--- src/rtl/sema_arbiter.sv ---
// Round-robin arbiter sharing a binary semaphore bank between cores; owner checking under SEMA_OWNER_CHECK_EN.
// Two cycles per op (IDLE grant, ACCESS update+ack); losers stall on suspend_cpu until their own ack.
module sema_arbiter #(
  parameter int NUM_CPUS = 4,
  parameter int NUM_SEMA = 16
) (
  input  logic                                  clk,
  input  logic                                  rstn,
  input  logic [NUM_CPUS-1:0]                   req,
  input  logic [NUM_CPUS-1:0]                   op,
  input  logic [NUM_CPUS*$clog2(NUM_SEMA)-1:0]  sema_id,
  output logic [NUM_CPUS-1:0]                   suspend_cpu,
  output logic [NUM_CPUS-1:0]                   ack,
  output logic [NUM_CPUS-1:0]                   sema_rdata,
  output logic [NUM_SEMA-1:0]                   sema_state,
  output logic [NUM_CPUS-1:0]                   owner_err
);

  localparam int ID_W  = $clog2(NUM_SEMA);
  localparam int WIN_W = $clog2(NUM_CPUS);

  typedef enum logic {IDLE = 1'b0, ACCESS = 1'b1} state_t;

  typedef struct packed {
    logic [WIN_W-1:0] winner;
    logic             op;
    logic [ID_W-1:0]  id;
  } grant_t;

  state_t              state_q, state_d;
  grant_t              grant_q;
  logic [WIN_W-1:0]    rr_q;
  logic [WIN_W-1:0]    pick;
  logic                found;
  int                  scan_idx;
  logic [NUM_CPUS-1:0] pend;
  logic [NUM_CPUS-1:0] ack_q;
  logic [NUM_CPUS-1:0] rdata_q;
  logic [NUM_CPUS-1:0] err_q;
  logic [NUM_SEMA-1:0] bank_q;
  logic                old_bit;
  logic                bank_wr;
  logic                bank_val;
  logic                err_hit;

  // A core is masked in its own ack cycle so a held req is not served twice.
  assign pend        = req & ~ack_q;
  assign suspend_cpu = pend;
  assign ack         = ack_q;
  assign sema_rdata  = rdata_q;
  assign sema_state  = bank_q;
  assign owner_err   = err_q;

  always_comb begin
    pick     = rr_q;
    found    = 1'b0;
    scan_idx = 0;
    for (int k = 0; k < NUM_CPUS; k++) begin
      scan_idx = int'(rr_q) + k;
      if (scan_idx >= NUM_CPUS) scan_idx = scan_idx - NUM_CPUS;
      if (!found && pend[scan_idx]) begin
        pick  = WIN_W'(scan_idx);
        found = 1'b1;
      end
    end
  end

  always_ff @(posedge clk) begin
    if (!rstn) state_q <= IDLE;
    else       state_q <= state_d;
  end

  always_comb begin
    state_d = state_q;
    case (state_q)
      IDLE:   if (found) state_d = ACCESS;
      ACCESS: state_d = IDLE;
    endcase
  end

`ifdef SEMA_OWNER_CHECK_EN
  logic [WIN_W-1:0] owner_q [NUM_SEMA];
  logic             own_wr;
`endif

  always_comb begin
    old_bit  = bank_q[grant_q.id];
    bank_wr  = 1'b0;
    bank_val = ~grant_q.op;
    err_hit  = 1'b0;
`ifdef SEMA_OWNER_CHECK_EN
    own_wr   = 1'b0;
`endif
    if (state_q == ACCESS) begin
      bank_wr = 1'b1;
`ifdef SEMA_OWNER_CHECK_EN
      if (!grant_q.op && !old_bit) own_wr = 1'b1;
      // Non-owner release of a held bit is rejected; old_bit (1) is still returned.
      if (grant_q.op && old_bit && (owner_q[grant_q.id] != grant_q.winner)) begin
        bank_wr = 1'b0;
        err_hit = 1'b1;
      end
`endif
    end
  end

`ifdef SEMA_OWNER_CHECK_EN
  always_ff @(posedge clk) begin
    if (!rstn) begin
      for (int s = 0; s < NUM_SEMA; s++) owner_q[s] <= '0;
    end else if (own_wr) begin
      owner_q[grant_q.id] <= grant_q.winner;
    end
  end
`endif

  always_ff @(posedge clk) begin
    if (!rstn) begin
      grant_q <= '0;
      rr_q    <= '0;
      bank_q  <= '0;
      ack_q   <= '0;
      rdata_q <= '0;
      err_q   <= '0;
    end else begin
      ack_q <= '0;
      err_q <= '0;
      if (state_q == IDLE && found) begin
        grant_q.winner <= pick;
        grant_q.op     <= op[pick];
        grant_q.id     <= sema_id[pick*ID_W +: ID_W];
      end
      if (state_q == ACCESS) begin
        ack_q[grant_q.winner]   <= 1'b1;
        rdata_q[grant_q.winner] <= old_bit;
        err_q[grant_q.winner]   <= err_hit;
        rr_q <= (grant_q.winner == WIN_W'(NUM_CPUS - 1)) ? '0 : grant_q.winner + WIN_W'(1);
        if (bank_wr) bank_q[grant_q.id] <= bank_val;
      end
    end
  end

endmodule

--- config.mk ---
export PLATFORM = sky130hd
export DESIGN_NAME = sema_arbiter
export DESIGN_NICKNAME = d
export VERILOG_FILES = /design/src/rtl/sema_arbiter.sv
export SDC_FILE = /design/constraint.sdc
export NUM_CORES = 1
export LEC_CHECK = 0
export CAP_MARGIN = 20
export CORE_MARGIN = 8
export CORE_UTILIZATION = 45
export CTS_CLUSTER_DIAMETER = 150
export DETAILED_ROUTE_END_ITERATION = 12
export GPL_ROUTABILITY_DRIVEN = 0
export PLACE_DENSITY = 0.77
export SLEW_MARGIN = 30
export SYNTH_ARGS = -nofsm -noshare
export SYNTH_HDL_FRONTEND = slang
export SYNTH_SLANG_ARGS = --single-unit
export TNS_END_PERCENT = 30
--- constraint.sdc ---
create_clock -name clk -period 4 [get_ports clk]
set_clock_uncertainty 0.1 [all_clocks]
set_input_delay 0.6 -clock clk [delete_from_list [all_inputs] [get_ports clk]]
set_output_delay 0.6 -clock clk [all_outputs]
set_load 0.05 [all_outputs]
After elaboration in Yosys (flattened, before gate mapping)
Cells that the tools add are included.
{"block": "op_classes", "add_sub_neg": 8, "order_cmp": 13, "eq_ne": 1, "n_shift": 1, "muxes": 38, "n_bitwise": 4, "n_reduce_logical": 11}
{"op": "< comparator 32 x 4 -> 1 bit, second input constant", "count": 4}
{"op": "two-way mux 32 bit", "count": 4}
{"op": "two-way mux 1 bit", "count": 18}
{"op": "bitwise mux 16 bit", "count": 1}
{"op": "indexed part select 16 x 5 -> 4 bit", "count": 1}
{"op": "subtractor 3 x 3 -> 4 bit, second input constant", "count": 3}
{"op": "binary-select mux 1 bit (select 2 bit)", "count": 5}
{"op": "two-way mux 2 bit", "count": 5}
{"op": "greater-or-equal comparator 3 bit, second input constant", "count": 3}
{"op": "adder 2 x 2 -> 3 bit, second input constant", "count": 2}
{"op": "logical AND 1 bit", "count": 6}
{"op": "< comparator 2 x 3 -> 1 bit, second input constant", "count": 2}
{"op": "< comparator 4 x 5 -> 1 bit, second input constant", "count": 1}
{"op": "bitwise AND 4 bit", "count": 1}
{"op": "binary-select mux 1 bit (select 4 bit)", "count": 1}
{"op": "bitwise mux 4 bit", "count": 1}
{"op": "demux 1 bit (select 4 bit)", "count": 1}
{"op": "greater-or-equal comparator 4 x 1 -> 1 bit, second input constant", "count": 1}
{"op": "NOT 4 bit", "count": 1}
{"op": "AND reduction 2 bit", "count": 2}
{"op": "subtractor 2 x 3 -> 4 bit, second input constant", "count": 1}
{"op": "adder 2 x 1 -> 3 bit, second input constant", "count": 1}
{"op": "greater-or-equal comparator 2 x 3 -> 1 bit, second input constant", "count": 1}
{"op": "logical NOT 1 bit", "count": 3}
{"op": "other kinds (6)", "count": 7}
{"block": "word_totals", "reg_bits": 34, "in_bits": 26, "out_inout_bits": 32, "wordCells": 84}

Logic depth before layout (Yosys ltp)
{"block": "depth", "depth_word": 17, "depth_mapped": 7, "depth_no_buf": 6}

Worst setup path after synthesis
No wires, ideal clock.
{"block": "synth_path", "kind": "reg2reg", "start": "register ack_q[0], in the netlist ack[0]", "end": "register grant_q[0] in the netlist's numbering", "setup_ns": 0.129, "arrival_time_ns": 2.023, "required_ns": 3.771, "path_slack_ns": 1.748, "path_stages_with_launch": 8, "path_buffers": 1, "synth_period_minus_slack_ns": 2.252, "path_cell_list": "dfxtp_1 > nand2b_2 > inv_2 > a22o_1 > a222oi_1 > buf_4 > mux2i_1 > o211ai_2"}
{"block": "synth_between", "elab_chain_cells": 16, "elab_cells_between_ends": 30}
{"item": "from (decl)", "line_no": "37", "rtl": "logic [NUM_CPUS-1:0] ack_q;"}
{"item": "from (signal assigned)", "line_no": "122", "rtl": "ack_q <= '0;"}
{"item": "from (signal assigned)", "line_no": "126", "rtl": "ack_q <= '0;"}
{"item": "from (signal, indexed assignment)", "line_no": "134", "rtl": "ack_q[grant_q.winner] <= 1'b1;"}
{"item": "NOT 4 bit *", "line_no": "47", "rtl": "assign pend = req & ~ack_q;"}
{"item": "bitwise AND 4 bit *", "line_no": "47"}
{"item": "via suspend_cpu[0]", "line_no": "12", "rtl": "output logic [NUM_CPUS-1:0] suspend_cpu,"}
{"item": "binary-select mux 1 bit (select 2 bit)", "line_no": "61", "rtl": "if (!found && pend[scan_idx]) begin"}
{"item": "two-way mux 1 bit (not written as such) (2 in a row)", "line_no": "61"}
{"item": "two-way mux 1 bit", "line_no": "61"}
{"item": "logical NOT 1 bit", "line_no": "61"}
{"item": "logical AND 1 bit", "line_no": "61"}
{"item": "two-way mux 1 bit", "line_no": "61"}
{"item": "logical NOT 1 bit", "line_no": "61"}
{"item": "logical AND 1 bit", "line_no": "61"}
{"item": "two-way mux 1 bit", "line_no": "61"}
{"item": "logical NOT 1 bit", "line_no": "61"}
{"item": "logical AND 1 bit", "line_no": "61"}
{"item": "two-way mux 2 bit / two-way mux 1 bit (equally long branches)", "line_no": "61"}
{"item": "indexed part select 16 x 5 -> 4 bit / logical AND 1 bit (equally long branches)", "line_no": "131, 128"}
{"item": "to (decl)", "line_no": "31", "rtl": "grant_t grant_q;"}
Mark *: on every way through the listed nets, which the timed path passes. The rest lies on a longest branch. The select of a mux whose other input is x is not followed.
A chain may end at the register's enable or synchronous reset.

Worst setup path in the final report
{"block": "layout_path", "start": "input port req[3]", "end": "output port suspend_cpu[3]"}
{"block": "layout_between", "elab_chain_cells": 1}
{"item": "from (decl)", "line_no": "9", "rtl": "input logic [NUM_CPUS-1:0] req,"}
{"item": "bitwise AND 4 bit", "line_no": "47"}
{"item": "to (decl)", "line_no": "12"}
Every way passes these cells.

==> qor.yml <==
timing:
  final_max_slew_viol_count: 0
  final_hold_violation_count: 0
  tns_ns: 0
  final.min_clock_period_ns: 2.83
  worst_pin_slew_ns: 0.744
  finalSetupViolations: 0
  relSlewSlack_pct: 50.4
  max_freq_ghz: 0.354
  timing.final.crit_share_pct: 70.7
  setup_repair_after_global_routing_missed_its_margin: "false"
logic_synthesis:
  dominantRegCellSynth: "dfxtp_1"
  synth-edff-count: 0
  postSynthRegisterBits: 34
  ys_warn_count: 0
  simple_logic_cell_fraction_of_the_synthesized_area_pct: 21.3
  syn_avg_cell_area_um2: 8.85
  yosysSeqAreaShare_pct: 34.8
  yosys.area.top_type: "dfxtp_1"
  synth.area.top_cells: "dfxtp_1, mux2i_1, nand3_1, mux4_2, a311oi_1"
  area_fraction_in_compound_gates_after_synthesis_pct: 22.3
  yosysUniqueCellTypes: 40
  synth_fa_ha_area_share_pct: 2.56
  synth_async_sr_flop_share_pct: 0
  main_combinational_cell_family_by_area_after_synthesis: "compound AO/OA/AOI/OAI gates"
  synth_largest_type_area_fraction_pct: 34.8
  synth_mux_area_share_pct: 11.8
  synth-xor-area-share_pct: 0
  total_standard_cell_area_after_synthesis_um2: 1960
  syn-instance-count: 221
global_route:
  grt-ovfl-total: 0
  grt_max_degree: 31
  grt_pass1_vias: 1727
  global_routing_usage_summed_across_all_routing_layers_pct: 14.2
  grt_first_pass_wirelength_um: 7700
  antenna_violations_before_repair: 0
drt:
  route.antenna.remaining_nets: 0
  total_wirelength_of_the_detailed_routed_design_um: 4690
  drt_iter0_markers: 143
  routedWlPerCell_um: 14.6
  drc_errors: 0
  via_count: 1722
  detail_route.vias_per_cell: 5.36
  drt-pass1-iter-count: 4
worst_setup_path:
  cp.arrival_ns: 2.13
  crit_path_cell_trace: "clkdlybuf4s50_1, nand2b_4, inv_2, clkdlybuf4s50_1"
  critical_path_rt_ns: 3.30
  crit_path_start_kind: "input port"
  cp_top_family: "buffers and inverters"
  critPathKind: "in -> out"
  cp_max_fo: 5
  cp_slowest_cell: "clkdlybuf4s50_1"
  cp_slowest_stage_delay_ns: 0.81
  crit_buf_inv: 3
  crit_path_frequent_cell: "clkdlybuf4s50_1"
  timing.critical_path.to_type: "output pin"
die:
  design.core.area_um2: 4260
  initial_utilization_pct: 45.9
  die_w_um: 81.9
  io_pins: 58
  core.rowCount: 24
  die-area_um2: 6710
  die_height_um: 81.9
place:
  dpl.hpwl_um: 3590
  port-buffer-count: 53
finish:
  post-route-util_pct: 60.6
  mostFrequentLayoutCells: "clkdlybuf4s50_1, dfxtp_1, nand3_1, nand2_1, mux2i_1"
  antenna_cells: 0
  num-nets-final: 298
  fraction_of_layout_cells_with_a_size_suffix_above_1_pct: 10.4
  area_growth_syn_to_layout_pct: 32.0
  layout.cells.most_common: "clkdlybuf4s50_1"
power:
  peak_supply_drop_uv: 138
  p_leak_nw: 1.07
  cellPowerDensity_nw_per_um2: 345
clock_network:
  tritoncts.num_buffers: 5
  cts_tree: "yes"
  clock_tree_buffer_depth: 2
  cts_setup_buffers: 0
  postCtsHoldBufs: 0
  root_buffer: "clkbuf_8"
  clkSinkCount: 34
  htree_depth: 2
  clkLatencyLatePin_ns: 0.28
  cts.clk_slew.worst_paths_ns: 0.07
  post_cts_resize_count: 0
run_status:
  outcome: "complete, no violations"
flow_run:
  drv.max_cap_violation_count: 0
min_path:
  hold_path_class: "reg -> reg"
[cells by family (layout without fill, tap and decap cells)]
group	count (synthesis)	after routing
AOI/OAI and AO/OA	55	55
adders and majority gates	4	4
buffers and inverters	31	76
DFF	34	34
muxes	18	18
other	1	4
and+or+nand+nor	78	78
[routing by layer]
metal / share of wire, % / global-route usage, %
met1: 46 / 17.0
met2: 48 / 24.5
met3: 5.3 / 3.17
met4: 0.77 / 4.91
met5: 0 / 0
[state kept, by name, indices dropped and copies added (netlist names)]
register / flops
sema_rdata: 4
sema_state: 16
state_q: 1
grant_q: 7
ack: 4
rr_q: 2
[cell type report]
type | instances | area [um2]
Fill cell | 388 | 1680
Multi-Input combinational cell | 159 | 1150
Sequential cell | 34 | 681
Timing Repair Buffer | 56 | 553
Clock buffer | 7 | 86.3
Tap cell | 52 | 65.1
Inverter | 12 | 45.0
Clock inverter | 1 | 5.00
[worst paths after layout]
path	from	endpoint	slack, ns	depth (start not counted)
max reg2reg	rr_q[1]$_SDFFE_PN0P_	grant_q[1]$_SDFFE_PN0P_	1.85	6
min reg2reg	sema_rdata[3]$_SDFFE_PN0P_	sema_rdata[3]$_SDFFE_PN0P_	0.37	2
max	req[3]	suspend_cpu[3]	1.17	4
min	sema_rdata[3]$_SDFFE_PN0P_	sema_rdata[3]$_SDFFE_PN0P_	0.37	2
[worst register-to-register path, stage by stage, from the launching register on]
cell and delay [ns]:
dfxtp_1 0.45, nand3b_1 0.35, a22o_1 0.30, a222oi_1 0.22, buf_4 0.27, mux2i_1 0.24
o211ai_2 0.09
[through the flow]
stage	setup WS, ns	cells	power (mW)	area [um2]	hold slack (ns)
after global routing	1.14	321	0.934	2580	0.390
after detailed placement	1.18	313	0.639	2490	0.361
after CTS	1.17	321	0.894	2580	0.370
final	1.17	321	0.890	2580	0.368
after global placement	1.19	313	0.636	2490	0.350
after floorplan	1.75	224	0.570	1970	0.382
[where the power goes]
part	switching (mW)	internal, mW
Combinational	0.131	0.103
Sequential	0.0381	0.360
Clock	0.120	0.139
Total	0.289	0.602
[cell usage after synthesis, drive strengths merged, types with 2 or more instances]
cell type / count
nand3b: 3
a21boi: 7
and2: 2
mux2i: 13
nand2b: 7
inv: 12
nand3: 20
nor2: 10
dfxtp: 34
o211a: 8
mux4: 4
o22ai: 2
ha: 4
a21oi: 2
a311oi: 10
or3: 7
clkbuf: 11
buf: 8
nor2b: 5
o31ai: 2
o21ai: 15
nand2: 20
o211ai: 5
Note: power is estimated with default switching activity, not from simulation.
